**src/rtl/relu_maxpool_stage.sv**
```systemverilog
// ----------------------------------------------------------------------------
// relu_maxpool_stage
//   Post-PE-array stage: applies ReLU to the biased conv outputs of three
//   filters and 2x2 max-pools them. Each input beat carries one conv column
//   for two vertically adjacent rows (r, r+1). Two consecutive beats (an EVEN
//   column and the ODD column after it) form one pooling window. The stage
//   emits one pooled value per filter for each window, tagged with the pooled
//   row/col indices used by the downstream feature-map buffer.
//
// Ports
//   clk_i         in   clock, rising edge
//   rst_i         in   synchronous reset, active-high
//   clear_i       in   synchronous soft clear, same effect as rst_i
//   valid_i       in   conv_in1..3 carry one column this cycle
//   conv_in1..3   in   [1:0][DATA_W-1:0] signed samples, [0]=row r, [1]=row r+1
//   valid_o       out  one-cycle pulse, pool_out/indices are new
//   pool_out      out  [2:0][DATA_W-1:0] pooled value per filter ([0]=filter 1), >= 0
//   pool_col_o    out  pooled column index of pool_out
//   pool_row_o    out  pooled row index of pool_out
//   frame_done_o  out  pulses with valid_o on the last pooled pixel of a frame
// ----------------------------------------------------------------------------
module relu_maxpool_stage #(
   parameter  int DATA_W = 12,
   parameter  int CONV_W = 24,
   parameter  int CONV_H = 24,
   localparam int PC_W   = ($clog2(CONV_W/2) > 0) ? $clog2(CONV_W/2) : 1,
   localparam int PR_W   = ($clog2(CONV_H/2) > 0) ? $clog2(CONV_H/2) : 1
) (
   input  logic                         clk_i,
   input  logic                         rst_i,
   input  logic                         clear_i,
   input  logic                         valid_i,
   input  logic [1:0][DATA_W-1:0]       conv_in1,
   input  logic [1:0][DATA_W-1:0]       conv_in2,
   input  logic [1:0][DATA_W-1:0]       conv_in3,
   output logic                         valid_o,
   output logic [2:0][DATA_W-1:0]       pool_out,
   output logic [PC_W-1:0]              pool_col_o,
   output logic [PR_W-1:0]              pool_row_o,
   output logic                         frame_done_o
);

   localparam int CC_W = ($clog2(CONV_W) > 0) ? $clog2(CONV_W) : 1;
   localparam logic [CC_W-1:0] COL_LAST = CC_W'(CONV_W - 1);
   localparam logic [PR_W-1:0] ROW_LAST = PR_W'(CONV_H/2 - 1);

   if ((CONV_W % 2) != 0) begin : g_bad_w
      $error("relu_maxpool_stage: CONV_W must be even");
   end
   if ((CONV_H % 2) != 0) begin : g_bad_h
      $error("relu_maxpool_stage: CONV_H must be even");
   end

   typedef enum logic {
      PH_EVEN = 1'b0,
      PH_ODD  = 1'b1
   } phase_t;

   // Sign bit decides: negative samples clamp to zero, width is unchanged.
   function automatic logic [DATA_W-1:0] relu(input logic signed [DATA_W-1:0] x);
      return x[DATA_W-1] ? '0 : DATA_W'(x);
   endfunction

   // Operands are post-ReLU (non-negative), so an unsigned compare is exact.
   function automatic logic [DATA_W-1:0] max2(input logic [DATA_W-1:0] a,
                                              input logic [DATA_W-1:0] b);
      return (a > b) ? a : b;
   endfunction

   phase_t                   r_phase;
   phase_t                   w_phase_nxt;
   logic [CC_W-1:0]          r_col_cnt;
   logic [PR_W-1:0]          r_row_cnt;
   logic [CC_W-1:0]          w_col_nxt;
   logic [PR_W-1:0]          w_row_nxt;
   logic                     w_last;
   logic [PC_W-1:0]          w_col_half;
   logic                     w_emit;

   logic [2:0][1:0][DATA_W-1:0] w_raw;
   logic [2:0][DATA_W-1:0]   w_pair_max;
   logic [2:0][DATA_W-1:0]   w_pool;
   logic [2:0][DATA_W-1:0]   r_m;

   logic                     r_valid;
   logic                     r_frame_done;
   logic [2:0][DATA_W-1:0]   r_pool;
   logic [PC_W-1:0]          r_pool_col;
   logic [PR_W-1:0]          r_pool_row;

   assign w_raw = {conv_in3, conv_in2, conv_in1};

   // Datapath: per-filter column max and full-window max.
   always_comb begin
      w_pair_max = '0;
      w_pool     = '0;
      for (int f = 0; f < 3; f++) begin
         w_pair_max[f] = max2(relu(w_raw[f][0]), relu(w_raw[f][1]));
         w_pool[f]     = max2(r_m[f], w_pair_max[f]);
      end
   end

   // Phase FSM next state plus counter next values (shared across filters).
   always_comb begin
      w_phase_nxt = r_phase;
      w_col_nxt   = r_col_cnt;
      w_row_nxt   = r_row_cnt;
      w_emit      = 1'b0;
      w_last      = (r_col_cnt == COL_LAST) && (r_row_cnt == ROW_LAST);
      w_col_half  = PC_W'(r_col_cnt >> 1);
      if (valid_i) begin
         w_phase_nxt = (r_phase == PH_EVEN) ? PH_ODD : PH_EVEN;
         w_emit      = (r_phase == PH_ODD);
         if (r_col_cnt == COL_LAST) begin
            w_col_nxt = '0;
            w_row_nxt = (r_row_cnt == ROW_LAST) ? '0 : r_row_cnt + PR_W'(1);
         end else begin
            w_col_nxt = r_col_cnt + CC_W'(1);
         end
      end
   end

   // Control and output registers; clear_i behaves exactly like rst_i and
   // drops any beat presented in the same cycle, discarding a partial window.
   always_ff @(posedge clk_i) begin
      if (rst_i || clear_i) begin
         r_phase      <= PH_EVEN;
         r_col_cnt    <= '0;
         r_row_cnt    <= '0;
         r_valid      <= 1'b0;
         r_frame_done <= 1'b0;
         r_pool       <= '0;
         r_pool_col   <= '0;
         r_pool_row   <= '0;
      end else begin
         r_phase      <= w_phase_nxt;
         r_col_cnt    <= w_col_nxt;
         r_row_cnt    <= w_row_nxt;
         r_valid      <= w_emit;
         r_frame_done <= w_emit && w_last;
         if (w_emit) begin
            r_pool     <= w_pool;
            r_pool_col <= w_col_half;
            r_pool_row <= r_row_cnt;
         end
      end
   end

   // First-column max of the window; only meaningful while phase is ODD,
   // so it needs no reset.
   always_ff @(posedge clk_i) begin
      if (valid_i && (r_phase == PH_EVEN)) begin
         r_m <= w_pair_max;
      end
   end

   assign valid_o      = r_valid;
   assign frame_done_o = r_frame_done;
   assign pool_out     = r_pool;
   assign pool_col_o   = r_pool_col;
   assign pool_row_o   = r_pool_row;

endmodule

```
**config.mk**
```make
export PLATFORM = sky130hd
export DESIGN_NAME = relu_maxpool_stage
export DESIGN_NICKNAME = d
export VERILOG_FILES = /design/src/rtl/relu_maxpool_stage.sv
export SDC_FILE = /design/constraint.sdc
export NUM_CORES = 1
export LEC_CHECK = 0
export ABC_AREA = 1
export BUFFER_PORTS_ARGS = -buffer_cell sky130_fd_sc_hd__buf_2
export CORE_MARGIN = 2
export CORE_UTILIZATION = 57
export CTS_CLUSTER_DIAMETER = 100
export CTS_CLUSTER_SIZE = 20
export DETAILED_ROUTE_END_ITERATION = 16
export MAX_ROUTING_LAYER = met4
export PLACE_DENSITY = 0.82
export SLEW_MARGIN = 25
export SYNTH_ARGS = -nofsm -noshare
export SYNTH_HDL_FRONTEND = slang
export SYNTH_SLANG_ARGS = --single-unit
```
**constraint.sdc**
```tcl
create_clock -name clk_i -period 4.3 [get_ports clk_i]
set_input_delay 0.86 -clock clk_i [delete_from_list [all_inputs] [get_ports clk_i]]
set_output_delay 0.86 -clock clk_i [all_outputs]
set_load 0.01 [all_outputs]
```
# After elaboration in Yosys (flattened, before gate mapping)

Cells that the tools add are included.

$add $sub $neg: 2
Eq/ne operators: 2
Reduce and logical (&&, ||, !) cells: 5
Order comparisons: 6
Mux-type cells: 16
Bitwise gates (word level): 1

Operators with widths:

| kind                                        | number |
|---|---|
| two-way mux 11 bit                          | 9 |
| > comparator 12 x 11 -> 1 bit               | 3 |
| two-way mux 12 bit                          | 3 |
| > comparator 11 bit                         | 3 |
| adder 5 x 1 -> 5 bit, second input constant | 1 |
| == test 5 bit, second input constant        | 1 |
| two-way mux 5 bit                           | 1 |
| adder 4 x 1 -> 4 bit, second input constant | 1 |
| == test 4 bit, second input constant        | 1 |
| two-way mux 4 bit                           | 1 |
| logical AND 1 bit                           | 3 |
| two-way mux 1 bit                           | 2 |
| AND reduction 2 bit                         | 1 |
| logical OR 1 bit                            | 1 |
| NOT 1 bit                                   | 1 |

Logic and storage cells: 45
Input port bits: 76
Bits in registers: 92
Output and inout bits: 46

# Depth between registers and ports, before layout

Gate-level depths: netlist of the first run.

Word-level depth: 5
Mapped depth: 28
Gate-level depth less buffers: 26

# Worst setup path after synthesis of the first run

No wires, ideal clock.

Path kind: input to register
Start: input conv_in3[23] (netlist name)
End: register r_pool (netlist bit pool_out[34])
Library setup time: 113 ps
Data required time: 4187 ps
Arrival: 3428 ps
Buffers on the path: 3
Setup slack: 759 ps
Stages on the path: 25
Cell sequence: clkbuf_1 -> nor2_1 -> inv_1 -> ha_1 -> nand2_1 -> inv_1 -> nand2_1 -> nor2_1 -> nand2_1 -> nand3_1 -> buf_4 -> nand3_1 -> nand2_1 -> inv_1 -> ha_1 -> nand2_1 -> nor2_1 -> and2_1 -> nand2_1 -> nand3_1 -> nand2_1 -> buf_2 -> nand3_1 -> nand3_1 -> nand2_1

RTL lines:

| item                   | RTL line | RTL |
|---|---|---|
| start: declaration     | 35       | `input logic [1:0][DATA_W-1:0] conv_in3,` |
| end signal: assignment | 142      | `r_pool <= w_pool;` |
| end: declaration       | 87       | `logic [2:0][DATA_W-1:0] r_pool;` |

==> results of run 1 <==
[per-stage QoR]
| step | util | power (mW) | hold slack [ns] |
|---|---|---|---|
| finish | 0.685 | 2.33 | 0.448 |
| global route | 0.685 | 2.49 | 0.472 |
| CTS | 0.684 | 2.34 | 0.452 |
| detailed placement | 0.656 | 1.56 | 0.433 |
| global placement | 0.656 | 1.55 | 0.433 |
| floorplan | - | 1.41 | 0.443 |
[synthesized netlist by cell type (5+ instances only)]
cell      count
nand2_1     346
inv_1       243
nand3_1     107
ha_1         68
dfxtp_1      53
nor2_1       53
edfxtp_1     33
a21oi_1      24
buf_4        11
clkbuf_1     11
o21ai_0       9
nand4_1       8
buf_2         7
nand3b_1      5
nor3_1        5
[cell families (layout without fill, tap and decap cells)]
family,count (synthesis),in the layout,synth area share
compound gates,33,33,0.0256
xor+xnor,2,2,0.00271
fa+ha+maj,68,68,0.132
buf+inv,277,396,0.169
flops,86,86,0.318
other cells,1,3,0.000581
simple gates,539,539,0.353
[final cells by class]
class | instances | area, um2
Fill cell | 1006 | 3450
Timing Repair Buffer | 132 | 696
Clock inverter | 7 | 78.8
Multi-Input combinational cell | 645 | 3330
Tap cell | 140 | 175
Sequential cell | 86 | 2050
Inverter | 248 | 931
Clock buffer | 9 | 225
[per-layer routing]
| metal | wire length, um | track usage |
|---|---|---|
| met1 | 6740 | 0.303 |
| met2 | 6560 | 0.410 |
| met3 | 510 | 0.0285 |
| met4 | 187 | 0.0725 |
| met5 | 0 | - |
[power groups by stage]
stage	logic [mW]	registers, mW	clock network [mW]
floorplan	0.479	0.928	0
global placement	0.617	0.929	0
detailed placement	0.632	0.931	0
CTS	0.639	0.912	0.789
global route	0.749	0.917	0.823
finish	0.640	0.912	0.778
[sequential cells by signal, indices dropped and copies added, names as in the netlist]
| name | flops |
|---|---|
| valid_o | 1 |
| frame_done_o | 1 |
| pool_col_o | 4 |
| r_row_cnt | 4 |
| pool_out | 33 |
| r_m | 33 |
| r_phase | 1 |
| pool_row_o | 4 |
| r_col_cnt | 5 |
[path summary, 6_finish.rpt]
check             slack, ns          from      endpoint  cells past startpoint
setup / recovery       0.46  conv_in3[11]  pool_out[31]                     23
setup reg to reg       2.31       r_m[33]  pool_out[31]                     10
hold reg to reg        0.45  pool_out[18]  pool_out[18]                      2
hold / removal         0.45  pool_out[18]  pool_out[18]                      2
[worst max-delay path: stages]
cell and delay [ns]:
buf_2 0.10, inv_1 0.21, nand2_1 0.09, inv_1 0.09
ha_1 0.24, a21oi_1 0.17, nand2_1 0.08, nand2_1 0.09
nand3_1 0.19, nand2_2 0.23, nand2_1 0.10, nand2_1 0.08
inv_1 0.05, ha_1 0.31, nand2_1 0.08, nor2_1 0.06
and2_1 0.15, nand2_1 0.06, nand3_1 0.18, nand2_1 0.35
nand3_1 0.15, nand2_1 0.10, nand2_1 0.05
[what timing repair did]
item / in CTS / in global routing
endpoints found under the hold margin: 0 / 0
resized for setup: 0 / 2
setup endpoints to repair: 0 / 5
==> flow_summary.json, run 1 <==
{
  "ant_nets": 0,
  "rows": 38,
  "setup_tns_ns": 0,
  "syn-cell-area_um2": 6460,
  "max_freq_mhz": 261,
  "io-pin-count": 122,
  "combinationalPowerShare": 0.275,
  "die_w_um": 110,
  "netlist_instances": 1006,
  "vias": 6085,
  "synth-main-ff-cell": "dfxtp_1",
  "die_h_um": 110,
  "io_buffers": 118,
  "syn_avg_cell_area_um2": 6.42,
  "dp_hpwl_mm": 11.2,
  "final_cell_mix": "345 x nand2_1, 243 x inv_1, 118 x buf_2",
  "p_seq_frac": 0.391,
  "yosysWarnings": 0,
  "end_kind": "register",
  "ys_seq_elements": 86,
  "ir_worst_vdd_mv": 0.294,
  "cts_buffer_depth": 2,
  "cts_max_level": 3,
  "gp_congestion": 0.913,
  "antenna_cells": 0,
  "dp_slack_ns": 0.0999,
  "routed_wl_mm": 14.0,
  "synth_top_area_frac": 0.201,
  "ys_types": 29,
  "critPathMaxFanout": 11,
  "layout-drive-gt1-share": 0.144,
  "tritoncts": "done",
  "core-area_um2": 10900,
  "period_share": 0.893,
  "p_sw_uw": 786,
  "vias_per_cell": 4.80,
  "required_ns": 4.53,
  "grt_pass1_vias": 5907,
  "finClkSkew_ns": 0.00905,
  "drt_iter0_drc": 285,
  "gr-total-overflow": 0,
  "drt-pass1-iter-count": 5,
  "antenna_found_initial": 0,
  "worst-slew-pin-transition_ns": 0.893,
  "clk_latency_ns": 0.34,
  "final_cell_area_um2": 7490,
  "post_cts_buffers": 0,
  "synthTopCellsByArea": "nand2_1 20%, dfxtp_1 16%, edfxtp_1 15%",
  "cts-hold-fix-buffers": 0,
  "root_buffer": "clkbuf_16",
  "syn2layout_area_growth_pct": 16.0,
  "hold_violations": 0,
  "final_common_cell": "nand2_1",
  "start_kind": "primary input",
  "synth_edf_count": 33,
  "numCtsBuffers": 9,
  "p_sw_frac": 0.337,
  "critPathKind": "in -> reg",
  "die_area_um2": 12200,
  "power_density_nw_per_um2": 311,
  "numClockSinks": 86,
  "initial_core_util": 0.590,
  "fin_nets": 1266,
  "p_int_mw": 1.54,
  "rsz0062_at_grt": "no",
  "leakage_nw": 4.66,
  "drv_cap": 0,
  "finalCriticalPeriod_ns": 3.84,
  "synth_seq_area_share": 0.318,
  "path_clk_slew_ns": 0.07,
  "setup_viol": 0,
  "dpl_cell_area_um2": 7180,
  "setup_ws_ns": 0.461,
  "grt_max_degree": 38,
  "grt_pass1_wl_mm": 24.6,
  "p_clk_frac": 0.334,
  "cp.arrival_ns": 4.07,
  "slew_viol_final": 0,
  "worstHoldPathType": "reg -> reg",
  "finalNonFillerCells": 1267,
  "drc_errors": 0,
  "yosysTopAreaCell": "nand2_1",
  "grtUsageTotal": 0.241,
  "relSlewSlack": 0.403,
  "wire_per_inst_um": 11.0,
  "status": "completed",
  "dp_cells": 1251,
  "async_flop_share": 0
}
Power figures use the tool's default switching activity.
==> inputs of run 2 (changes only) <==
Settings changed: ABC_AREA 1 to not set, CORE_UTILIZATION 57 to 55, PLACE_DENSITY 0.82 to 0.81.
==> run 2 against run 1 <==
Core utilization grew 7.6 points; hold slack improved by 0.019 ns; via count is 18% lower; clock power decreased by 24%; sequential share of layout area is 0.32 points higher; setup slack worse by 0.36 ns; cell count down 27%; critical path type unchanged; largest cell class unchanged; largest power group unchanged.
==> flow_summary.json, run 2 <==
{
  "status": "completed",
  "end_kind": "register",
  "p_clk_frac": 0.275,
  "max_freq_mhz": 238,
  "fillers": 677,
  "root_buffer": "clkbuf_8",
  "worstHoldPathType": "reg -> reg",
  "routed_wl_mm": 14.0,
  "dp_slack_ns": -0.554,
  "io_buffers": 118,
  "die_h_um": 104,
  "ir_worst_vdd_mv": 0.172,
  "dp_hpwl_mm": 10.4,
  "vias_per_cell": 5.39,
  "critPathMaxFanout": 9,
  "cts-hold-fix-buffers": 0,
  "cts_buffer_depth": 2,
  "numCtsBuffers": 9,
  "finClkSkew_ns": 0.0180,
  "combinationalPowerShare": 0.300,
  "grt_max_degree": 34,
  "synth_top_area_frac": 0.193,
  "rows": 36,
  "synth_edf_count": 33,
  "netlist_instances": 585,
  "layout-drive-gt1-share": 0.371,
  "setup_tns_ns": 0,
  "synth-main-ff-cell": "dfxtp_1",
  "ys_types": 50,
  "holdWs_ns": 0.467,
  "tritoncts": "done",
  "drt_iter0_drc": 188,
  "cts_max_level": 3,
  "ant_nets": 0,
  "period_share": 0.977,
  "required_ns": 4.56,
  "finalCriticalPeriod_ns": 4.20,
  "leakage_nw": 3.56,
  "io-pin-count": 122,
  "grt_pass1_wl_mm": 22.1,
  "hold_violations": 0,
  "syn2layout_area_growth_pct": 34.8,
  "final_common_cell": "buf_2",
  "grtUsageTotal": 0.252,
  "synth_common_cells": "70 x inv_1, 68 x ha_1, 53 x dfxtp_1",
  "final_cell_area_um2": 7400,
  "synthTopCellsByArea": "dfxtp_1 19%, edfxtp_1 18%, ha_1 15%",
  "antenna_cells": 0,
  "cp.arrival_ns": 4.46,
  "die_area_um2": 10800,
  "reg2reg_slack_ns": 2.01,
  "numClockSinks": 86,
  "syn_avg_cell_area_um2": 9.39,
  "gp_congestion": 0.894,
  "p_int_mw": 1.50,
  "p_sw_frac": 0.301,
  "setup_ws_ns": 0.0973,
  "yosysWarnings": 0,
  "synth_seq_area_share": 0.374,
  "p_seq_frac": 0.425,
  "path_clk_slew_ns": 0.09,
  "slew_viol_final": 0,
  "drc_errors": 0,
  "clk_latency_ns": 0.35,
  "ys_seq_elements": 86,
  "wire_per_inst_um": 15.0,
  "die_w_um": 104,
  "worst-slew-pin-transition_ns": 0.640,
  "gr-total-overflow": 0,
  "r2r-start": "r_m[30]",
  "fin_nets": 935,
  "grt_pass1_vias": 4970,
  "drv_cap": 0,
  "start_kind": "primary input",
  "crit_end": "pool_out[32]",
  "vias": 5008,
  "drt-pass1-iter-count": 4,
  "setup_viol": 0,
  "yosysTopAreaCell": "dfxtp_1",
  "critPathKind": "in -> reg",
  "initial_core_util": 0.564,
  "core-area_um2": 9730,
  "relSlewSlack": 0.573,
  "final_cell_mix": "116 x buf_2, 95 x buf_4, 69 x inv_1",
  "reg2reg_to": "pool_out[32]",
  "async_flop_share": 0,
  "critPathLaunch": "conv_in3[23]",
  "syn-cell-area_um2": 5490,
  "reg2reg_depth": 8,
  "synth_most_common_cell": "inv_1",
  "dpl_cell_area_um2": 6910,
  "power_density_nw_per_um2": 290,
  "p_sw_uw": 648,
  "antenna_found_initial": 0
}
[run 2: cell types whose count changed in the layout (fill, tap and decap cells not counted), moves of 11 or more]
cell      delta
nand2_1    -308
inv_1      -174
nand3_1    -101
buf_4       +81
nor2b_1     +34
nand2b_1    +26
o221ai_1    +19
nor2_1      -14
o21ai_1     +14
a21oi_2     +12
a22oi_1     +11
[run 2: final cells by class]
type | instances | area [um2] | share of cell area
Clock buffer | 11 | 174 | 0.0235
Multi-Input combinational cell | 405 | 3290 | 0.444
Sequential cell | 86 | 2050 | 0.277
Timing Repair Buffer | 219 | 1420 | 0.192
Tap cell | 133 | 166 | 0.0225
Inverter | 70 | 263 | 0.0355
Clock inverter | 5 | 38.8 | 0.00524
[run 2: worst min-delay path by stage]
stage | startpoint | to | cells past startpoint
global route | pool_out[18] | pool_out[18] | 2
floorplan | r_m[0] | pool_out[0] | 2
CTS | pool_out[18] | pool_out[18] | 2
detailed placement | pool_out[18] | pool_out[18] | 2
finish | pool_out[18] | pool_out[18] | 2
global placement | pool_out[30] | pool_out[30] | 2
[run 2: per-layer routing]
layer | part of all wire | up-vias | track usage
met5 | 0 | - | -
met4 | 0.013 | 0 | 0.0792
met3 | 0.041 | 17 | 0.0313
met2 | 0.53 | 134 | 0.456
met1 | 0.42 | 2377 | 0.291
li1 | - | 2480 | -
[run 2: per-stage QoR]
stage               std cells  power [mW]  utilization
floorplan                 587        1.27            -
global placement          907        1.47        0.706
detailed placement        908        1.51        0.710
CTS                       924        2.10        0.734
global route              929        2.26        0.761
finish                    929        2.15        0.761
[run 2: logic make-up after synthesis]
| group | Yosys count | share of synthesized area |
|---|---|---|
| compound gates | 131 | 0.188 |
| fa+ha+maj | 68 | 0.155 |
| mux | 16 | 0.0294 |
| xor+xnor | 4 | 0.00638 |
| flops | 86 | 0.374 |
| buf+inv | 96 | 0.0720 |
| simple gates | 183 | 0.174 |
| other cells | 1 | 0.000683 |
[run 2: repair_timing]
item | CTS | global route
pin swaps | 0 | 13
endpoints found under the setup margin | 11 | 25
gates resized for setup | 4 | 43
buffers inserted | 0 | 4
[run 2: critical path: stages]
cell       delay [ns]
buf_2            0.16
buf_4            0.17
nor2b_2          0.12
inv_1            0.07
ha_1             0.29
nand3_1          0.08
nor2_1           0.11
nand2_1          0.11
o211ai_1         0.23
o21ai_1          0.10
buf_4            0.18
mux2i_2          0.23
ha_1             0.29
and3_1           0.17
a221oi_1         0.34
nor2b_1          0.11
a2111oi_2        0.29
o21ai_1          0.15
buf_4            0.19
o221ai_1         0.20
[run 2: power groups by stage]
| stage | Combinational [mW] | Sequential, mW | Clock, mW |
|---|---|---|---|
| 6_report | 0.644 | 0.914 | 0.591 |
| 5_1_grt | 0.705 | 0.918 | 0.635 |
| 4_1_cts | 0.592 | 0.913 | 0.596 |
| 3_5_place_dp | 0.577 | 0.931 | 0 |
| 3_3_place_gp | 0.540 | 0.930 | 0 |
| 2_1_floorplan | 0.348 | 0.926 | 0 |
